===== src/rtl/sata_pkg.sv =====
// Shared definitions for the SATA software-reset sequencer.
// Holds FIS type codes, the device-control SRST bit, the ATA status ERR
// bit index, the sequencer state encoding and a helper that builds the
// words of a Register H2D FIS.
package sata_pkg;

  localparam logic [7:0] FIS_REG_H2D  = 8'h27;
  localparam logic [7:0] FIS_REG_D2H  = 8'h34;
  localparam logic [7:0] CTRL_SRST    = 8'h04;
  localparam int         STAT_ERR     = 0;
  // Both Register FIS types are five dwords long, so index 4 is the last one.
  localparam logic [2:0] FIS_LAST_IDX = 3'd4;

  typedef enum logic [2:0] {
    ST_IDLE     = 3'd0,
    ST_SEND_SET = 3'd1,
    ST_HOLD     = 3'd2,
    ST_SEND_CLR = 3'd3,
    ST_WAIT_D2H = 3'd4,
    ST_FINISH   = 3'd5
  } srst_state_t;

  // Word idx of a Register H2D FIS with C = 0 and the given control byte.
  function automatic logic [31:0] h2d_word(input logic [2:0] idx,
                                           input logic [7:0] control);
    logic [31:0] w;
    case (idx)
      3'd0:    w = {24'h00_0000, FIS_REG_H2D};
      3'd3:    w = {control, 8'h00, 16'h0000};
      default: w = 32'h0000_0000;
    endcase
    return w;
  endfunction

endpackage


===== src/rtl/sata_d2h_parse.sv =====
// Register D2H FIS receive parser.
// Tracks the word index of the incoming receive stream, tags frames whose
// FIS type is Register D2H, collects status and signature bytes, and
// raises cap_valid for one cycle when a well-formed five-word D2H frame
// ends while the sequencer is waiting for it (armed).
// Ports:
//   clk, reset          - clock, synchronous active-high reset
//   rx_data/valid/last  - link receive word stream (no backpressure)
//   armed               - high while the sequencer waits for the D2H FIS
//   cap_valid           - combinational pulse on the capturing rx_last
//   signature, status   - fields of the frame being received
module sata_d2h_parse
  import sata_pkg::*;
(
  input  logic        clk,
  input  logic        reset,
  input  logic [31:0] rx_data,
  input  logic        rx_valid,
  input  logic        rx_last,
  input  logic        armed,
  output logic        cap_valid,
  output logic [31:0] signature,
  output logic [7:0]  status
);

  logic [2:0]  idx_r;
  logic        match_r;
  logic        long_r;
  logic [7:0]  status_r;
  logic [23:0] lba_r;
  logic [7:0]  count_r;
  logic        unused_s;

  // Bytes of the D2H FIS that the sequencer does not report.
  assign unused_s = ^{rx_data[31:24], rx_data[15:8]};

  // Word index, type match and overlength tracking for the current frame.
  always_ff @(posedge clk) begin
    if (reset) begin
      idx_r   <= 3'd0;
      match_r <= 1'b0;
      long_r  <= 1'b0;
    end else if (rx_valid) begin
      if (rx_last) begin
        idx_r   <= 3'd0;
        match_r <= 1'b0;
        long_r  <= 1'b0;
      end else begin
        if (idx_r == 3'd0) begin
          match_r <= (rx_data[7:0] == FIS_REG_D2H);
        end
        // The index saturates at the last slot; any further non-final
        // word marks the frame as too long so it can never be captured.
        if (idx_r == FIS_LAST_IDX) begin
          long_r <= 1'b1;
        end else begin
          idx_r <= idx_r + 3'd1;
        end
      end
    end
  end

  // Field collection; values only matter when cap_valid fires.
  always_ff @(posedge clk) begin
    if (reset) begin
      status_r <= 8'h00;
      lba_r    <= 24'h00_0000;
      count_r  <= 8'h00;
    end else if (rx_valid) begin
      case (idx_r)
        3'd0:    status_r <= rx_data[23:16];
        3'd1:    lba_r    <= rx_data[23:0];
        3'd3:    count_r  <= rx_data[7:0];
        default: count_r  <= count_r;
      endcase
    end
  end

  // A capture needs a matched, exactly five-word frame ending while armed.
  always_comb begin
    cap_valid = 1'b0;
    if (armed && rx_valid && rx_last && (idx_r == FIS_LAST_IDX) &&
        match_r && !long_r) begin
      cap_valid = 1'b1;
    end else begin
      cap_valid = 1'b0;
    end
  end

  assign signature = {lba_r, count_r};
  assign status    = status_r;

endmodule


===== src/rtl/sata_srst_ctrl.sv =====
// ATA software-reset sequencer on the SATA transport layer.
// On start it sends a Register H2D FIS with SRST set, holds for
// HOLD_CYCLES, sends a second Register H2D FIS with SRST cleared, then
// waits for the device's Register D2H FIS and reports signature/status.
// Optional feature macro: SATA_SRST_TIMEOUT_EN - bounds the D2H wait to
// TIMEOUT_CYCLES and ends with err = 1, status = 8'hFF on expiry.
// Ports:
//   clk, reset                  - clock, synchronous active-high reset
//   start                       - one-cycle sequence request (IDLE only)
//   busy, done, err             - sequence status (done is a pulse)
//   signature, status           - captured D2H fields
//   tx_data/valid/last, tx_ready - transmit word stream to the link
//   rx_data/valid/last          - receive word stream from the link
module sata_srst_ctrl
  import sata_pkg::*;
#(
  parameter int unsigned HOLD_CYCLES    = 32'd5000,
  parameter int unsigned TIMEOUT_CYCLES = 32'd16777216
) (
  input  logic        clk,
  input  logic        reset,
  input  logic        start,
  output logic        busy,
  output logic        done,
  output logic        err,
  output logic [31:0] signature,
  output logic [7:0]  status,
  output logic [31:0] tx_data,
  output logic        tx_valid,
  output logic        tx_last,
  input  logic        tx_ready,
  input  logic [31:0] rx_data,
  input  logic        rx_valid,
  input  logic        rx_last
);

  // One down-counter serves both the hold interval and the D2H timeout.
  localparam int unsigned CNT_MAX = (HOLD_CYCLES > TIMEOUT_CYCLES) ?
                                    HOLD_CYCLES : TIMEOUT_CYCLES;
  localparam int          CNT_W   = (CNT_MAX > 32'd1) ? $clog2(CNT_MAX) : 1;

  srst_state_t      state_r;
  logic [CNT_W-1:0] cnt_r;
  logic [2:0]       widx_r;
  logic [2:0]       next_idx_s;
  logic [7:0]       ctrl_byte_s;
  logic             armed_s;
  logic             cap_valid_s;
  logic [31:0]      cap_sig_s;
  logic [7:0]       cap_status_s;

  assign next_idx_s = widx_r + 3'd1;
  assign armed_s    = (state_r == ST_WAIT_D2H);

  // Control byte of the FIS currently being sent.
  always_comb begin
    ctrl_byte_s = 8'h00;
    if (state_r == ST_SEND_SET) begin
      ctrl_byte_s = CTRL_SRST;
    end else begin
      ctrl_byte_s = 8'h00;
    end
  end

  sata_d2h_parse u_parse (
    .clk       (clk),
    .reset     (reset),
    .rx_data   (rx_data),
    .rx_valid  (rx_valid),
    .rx_last   (rx_last),
    .armed     (armed_s),
    .cap_valid (cap_valid_s),
    .signature (cap_sig_s),
    .status    (cap_status_s)
  );

  // Sequencer FSM with registered transmit stream and result outputs.
  always_ff @(posedge clk) begin
    if (reset) begin
      state_r   <= ST_IDLE;
      cnt_r     <= {CNT_W{1'b0}};
      widx_r    <= 3'd0;
      busy      <= 1'b0;
      done      <= 1'b0;
      err       <= 1'b0;
      signature <= 32'h0000_0000;
      status    <= 8'h00;
      tx_data   <= 32'h0000_0000;
      tx_valid  <= 1'b0;
      tx_last   <= 1'b0;
    end else begin
      done <= 1'b0;
      case (state_r)
        ST_IDLE: begin
          if (start) begin
            state_r  <= ST_SEND_SET;
            busy     <= 1'b1;
            err      <= 1'b0;
            widx_r   <= 3'd0;
            tx_valid <= 1'b1;
            tx_last  <= 1'b0;
            tx_data  <= h2d_word(3'd0, CTRL_SRST);
          end
        end
        ST_SEND_SET, ST_SEND_CLR: begin
          if (tx_valid && tx_ready) begin
            if (widx_r == FIS_LAST_IDX) begin
              tx_valid <= 1'b0;
              tx_last  <= 1'b0;
              tx_data  <= 32'h0000_0000;
              if (state_r == ST_SEND_SET) begin
                state_r <= ST_HOLD;
                cnt_r   <= CNT_W'(HOLD_CYCLES - 32'd1);
              end else begin
                state_r <= ST_WAIT_D2H;
`ifdef SATA_SRST_TIMEOUT_EN
                cnt_r   <= CNT_W'(TIMEOUT_CYCLES - 32'd1);
`endif
              end
            end else begin
              widx_r  <= next_idx_s;
              tx_data <= h2d_word(next_idx_s, ctrl_byte_s);
              tx_last <= (next_idx_s == FIS_LAST_IDX);
            end
          end
        end
        ST_HOLD: begin
          if (cnt_r == {CNT_W{1'b0}}) begin
            state_r  <= ST_SEND_CLR;
            widx_r   <= 3'd0;
            tx_valid <= 1'b1;
            tx_last  <= 1'b0;
            tx_data  <= h2d_word(3'd0, 8'h00);
          end else begin
            cnt_r <= cnt_r - CNT_W'(1);
          end
        end
        ST_WAIT_D2H: begin
          // A capture on the same cycle as counter expiry takes priority.
          if (cap_valid_s) begin
            signature <= cap_sig_s;
            status    <= cap_status_s;
            err       <= cap_status_s[STAT_ERR];
            state_r   <= ST_FINISH;
          end
`ifdef SATA_SRST_TIMEOUT_EN
          else if (cnt_r == {CNT_W{1'b0}}) begin
            status  <= 8'hFF;
            err     <= 1'b1;
            state_r <= ST_FINISH;
          end else begin
            cnt_r <= cnt_r - CNT_W'(1);
          end
`endif
        end
        ST_FINISH: begin
          done    <= 1'b1;
          busy    <= 1'b0;
          state_r <= ST_IDLE;
        end
        default: begin
          state_r  <= ST_IDLE;
          busy     <= 1'b0;
          tx_valid <= 1'b0;
          tx_last  <= 1'b0;
          tx_data  <= 32'h0000_0000;
        end
      endcase
    end
  end

endmodule


===== config.mk =====
export PLATFORM = sky130hd
export DESIGN_NAME = sata_srst_ctrl
export DESIGN_NICKNAME = d
export VERILOG_FILES = /design/src/rtl/sata_pkg.sv /design/src/rtl/sata_d2h_parse.sv /design/src/rtl/sata_srst_ctrl.sv
export SDC_FILE = /design/constraint.sdc
export NUM_CORES = 1
export LEC_CHECK = 0
export CORE_MARGIN = 2
export CORE_UTILIZATION = 46
export DETAILED_ROUTE_END_ITERATION = 6
export PLACE_DENSITY = 0.76
export REMOVE_ABC_BUFFERS = 1
export SYNTH_ARGS = -nofsm -noshare
export SYNTH_HDL_FRONTEND = slang
export SYNTH_SLANG_ARGS = --single-unit
export TNS_END_PERCENT = 20

===== constraint.sdc =====
create_clock -name clk -period 2.2 [get_ports clk]
set_input_delay 0.22 -clock clk [delete_from_list [all_inputs] [get_ports clk]]
set_output_delay 0.22 -clock clk [all_outputs]
set_load 0.05 [all_outputs]

==> reports/qor.yml <==
clocking:
  cts_tree: "yes"
  cts.sinks: 122
  cts_made_buffers: 17
  cts-root-buf: "clkbuf_16"
  cts_max_path_buffers: 2
  clock_latency_ps: 410
  clk_pin_slew_ps: 60
  h-tree-depth: 4
routing:
  routed_wl_mm: 13.2
  drc: 0
  via_per_inst: 5.29
  wl_per_cell_um: 14.2
  drt-pass1-iter-count: 7
  ant_nets: 0
  num_vias: 4897
  drt_iter0_drc: 323
critical_path:
  worst_r2r_path_depth: 5
  reg2reg_to: "widx_r[2]"
  cp_slowest_cell: "or4_4"
  crit_required_ps: 2490
  r2r_slack_ps: -40
  path_cells: "or4_4 -> or3_1 -> o31a_1 -> o31ai_1 -> a21oi_1"
  cp-start-kind: "flop"
  max_stage_delay_ps: 570
  critPathMaxFanout: 8
  cp.arrival_ps: 2520
  critPathKind: "reg2reg"
  crit_buf_inv: 0
  end_kind: "flop"
  r2r_start: "cnt_r[8]"
  crit_family: "simple AND/OR/NAND/NOR gates"
global_routing:
  grt_start_max_net_pins: 66
  antenna_found_initial: 0
  grtUsageTotal: 0.213
  first_global_vias: 4693
  grt_pass1_wl_mm: 21.7
  grt.overflow.total: 0
pwr:
  p_per_area_nw_per_um2: 786
  p_leak_nw: 2.65
  ir_drop_mv: 0.561
  p_total_mw: 5.66
yosys:
  ys_seq_area_frac: 0.459
  syn_inst: 663
  synthAdderAreaFrac: 0.0235
  synth_most_common_cell: "nand2_1"
  ys_seq_elements: 122
  synth_top_cells_by_count: "nand2_1 (165), dfxtp_1 (122), a21oi_1 (104)"
  synthDistinctLibCells: 54
  synth_compound_area_frac: 0.169
  synth_xor_area_frac: 0.0165
  synth-main-ff-cell: "dfxtp_1"
  ys_top_cells_by_area: "dfxtp_1 (46%), nand2_1 (12%), a21oi_1 (9.8%), buf_4 (4.2%), clkbuf_1 (2.5%)"
  synth.top_cell.area_share: 0.459
  synth_area_um2: 5320
  synth_warnings: 0
  postSynthAreaPerCell_um2: 8.03
  synth_top_family_by_area: "simple AND/OR/NAND/NOR gates"
  async_reset_ff_frac: 0
  synth-simple-area-share: 0.241
  synthMuxAreaShare: 0.00564
  synth_enable_flop_cells: 0
  yosys.area.top_type: "dfxtp_1"
worst_hold_path:
  hp-class: "in2reg"
  holdPathEnd: "u_parse.lba_r[13]"
  min_path_cells: 2
  min_from: "reset"
layout:
  insertedDiodeCount: 0
  drive_above_1_share: 0.152
  area.growth.synth_to_final_pct: 35.3
  final_cell_area_um2: 7210
  nets: 817
timing:
  setup_viol: 2
  tightestPinTransition_ps: 542
  slew_viol_final: 0
  clock_skew_ps: 7.51
  final.min_clock_period_ps: 2240
  finalHoldViolations: 0
  fin_crit_sh: 1.02
  fin_setup_tns_ps: -37.0
  setup_ws_ps: -36.7
  maxSlewHeadroom: 0.637
  rsz0062_at_grt: "true"
  fmax_mhz: 447
floorplan:
  placementRows: 39
  coreArea_um2: 11400
  num_io_pins: 115
  die_area_um2: 12500
  die_h_um: 112
  die_w_um: 112
  floorplan.initialDensity: 0.468
outcome:
  violations: "negative setup slack"
  status: "finished with violations"
placed_design:
  routabilityCongestion: 0.902
  dp_hpwl_mm: 8.74
  postPlaceCellArea_um2: 6390
  io_buffers: 79
job:
  maxCapViolations: 0
## area by class of cell
type	count	area (um2)
Tap cell	143	179
Multi-Input combinational cell	483	2660
Clock buffer	21	440
Timing Repair Buffer	133	1240
Clock inverter	11	194
Fill cell	919	4160
Sequential cell	122	2440
Inverter	12	45.0
## logic make-up after synthesis
group | after synthesis
and+or+nand+nor | 278
buffers and inverters | 84
other | 1
DFF | 122
xor gates and xnor gates | 10
muxes | 3
adders and majority gates | 10
AOI/OAI and AO/OA | 155
## sequential cells by signal (all words and copies together), names as in the netlist
signal and cells:
busy 1, cnt_r 24, done 1, err 1, signature 32, state_r 3, status 8, tx_data 2
tx_last 1, tx_valid 1, u_parse.count_r 8, u_parse.idx_r 3, u_parse.lba_r 24, u_parse.long_r 1, u_parse.match_r 1, u_parse.status 8
widx_r 3
## power breakdown
group          internal [mW]  switching [mW]  leakage, nW
Combinational          0.124           0.278         1.35
Clock                   2.01           0.983        0.306
Sequential              2.24          0.0240        0.987
Total                   4.38            1.29         2.65
## metal layers
metal / vias up / track usage / part of all wire
met1: 2320 / 0.253 / 0.42
li1: 2430 / - / -
met2: 130 / 0.373 / 0.52
met4: 0 / 0.0790 / 0.012
met3: 17 / 0.0533 / 0.044
met5: - / 0 / 0
## metrics by stage
| step | hold slack [ps] | util | setup WS (ps) | instances |
|---|---|---|---|---|
| after global placement | 436 | 0.562 | -71.5 | 889 |
| after CTS | 254 | 0.621 | -13.7 | 921 |
| final | 258 | 0.634 | -36.7 | 925 |
| after detailed placement | 446 | 0.562 | -104 | 889 |
| after global routing | 284 | 0.634 | -113 | 925 |
| after floorplan | 289 | - | -166 | 617 |
## cell usage in the layout, fill, tap and decap left out, types with 5 or more instances in the layout
master,Yosys,final
nand2_1,165,165
clkdlybuf4s50_1,0,78
clkbuf_16,0,17
bufinv_16,0,5
xnor2_1,5,5
o21ai_0,13,13
or3_1,9,9
or4_4,3,7
inv_1,12,11
ha_1,10,10
o31ai_1,9,8
xor2_1,5,5
buf_4,30,49
dfxtp_1,122,120
conb_1,1,27
nand3_1,19,19
a21oi_1,104,101
nor2_1,24,24
nor3_1,14,14
## repair_timing
action / 4_1_cts / 5_1_grt
setup endpoints to repair: 18 / 25
resized for setup: 6 / 23
hold buffers: 0 / 0
pin swaps: 3 / 9
setup buffers: 0 / 4
## how the worst max path moves through the flow
stage / slack (ps) / start / cells past startpoint / to
2_1_floorplan: -170 / tx_valid / 5 / cnt_r[10]
3_3_place_gp: -70 / cnt_r[0] / 7 / widx_r[2]
3_5_place_dp: -100 / cnt_r[2] / 5 / widx_r[2]
4_1_cts: -10 / cnt_r[8] / 5 / widx_r[2]
5_1_grt: -110 / cnt_r[8] / 5 / cnt_r[14]
6_report: -40 / cnt_r[8] / 5 / widx_r[2]
(Power assumes the default switching activity.)
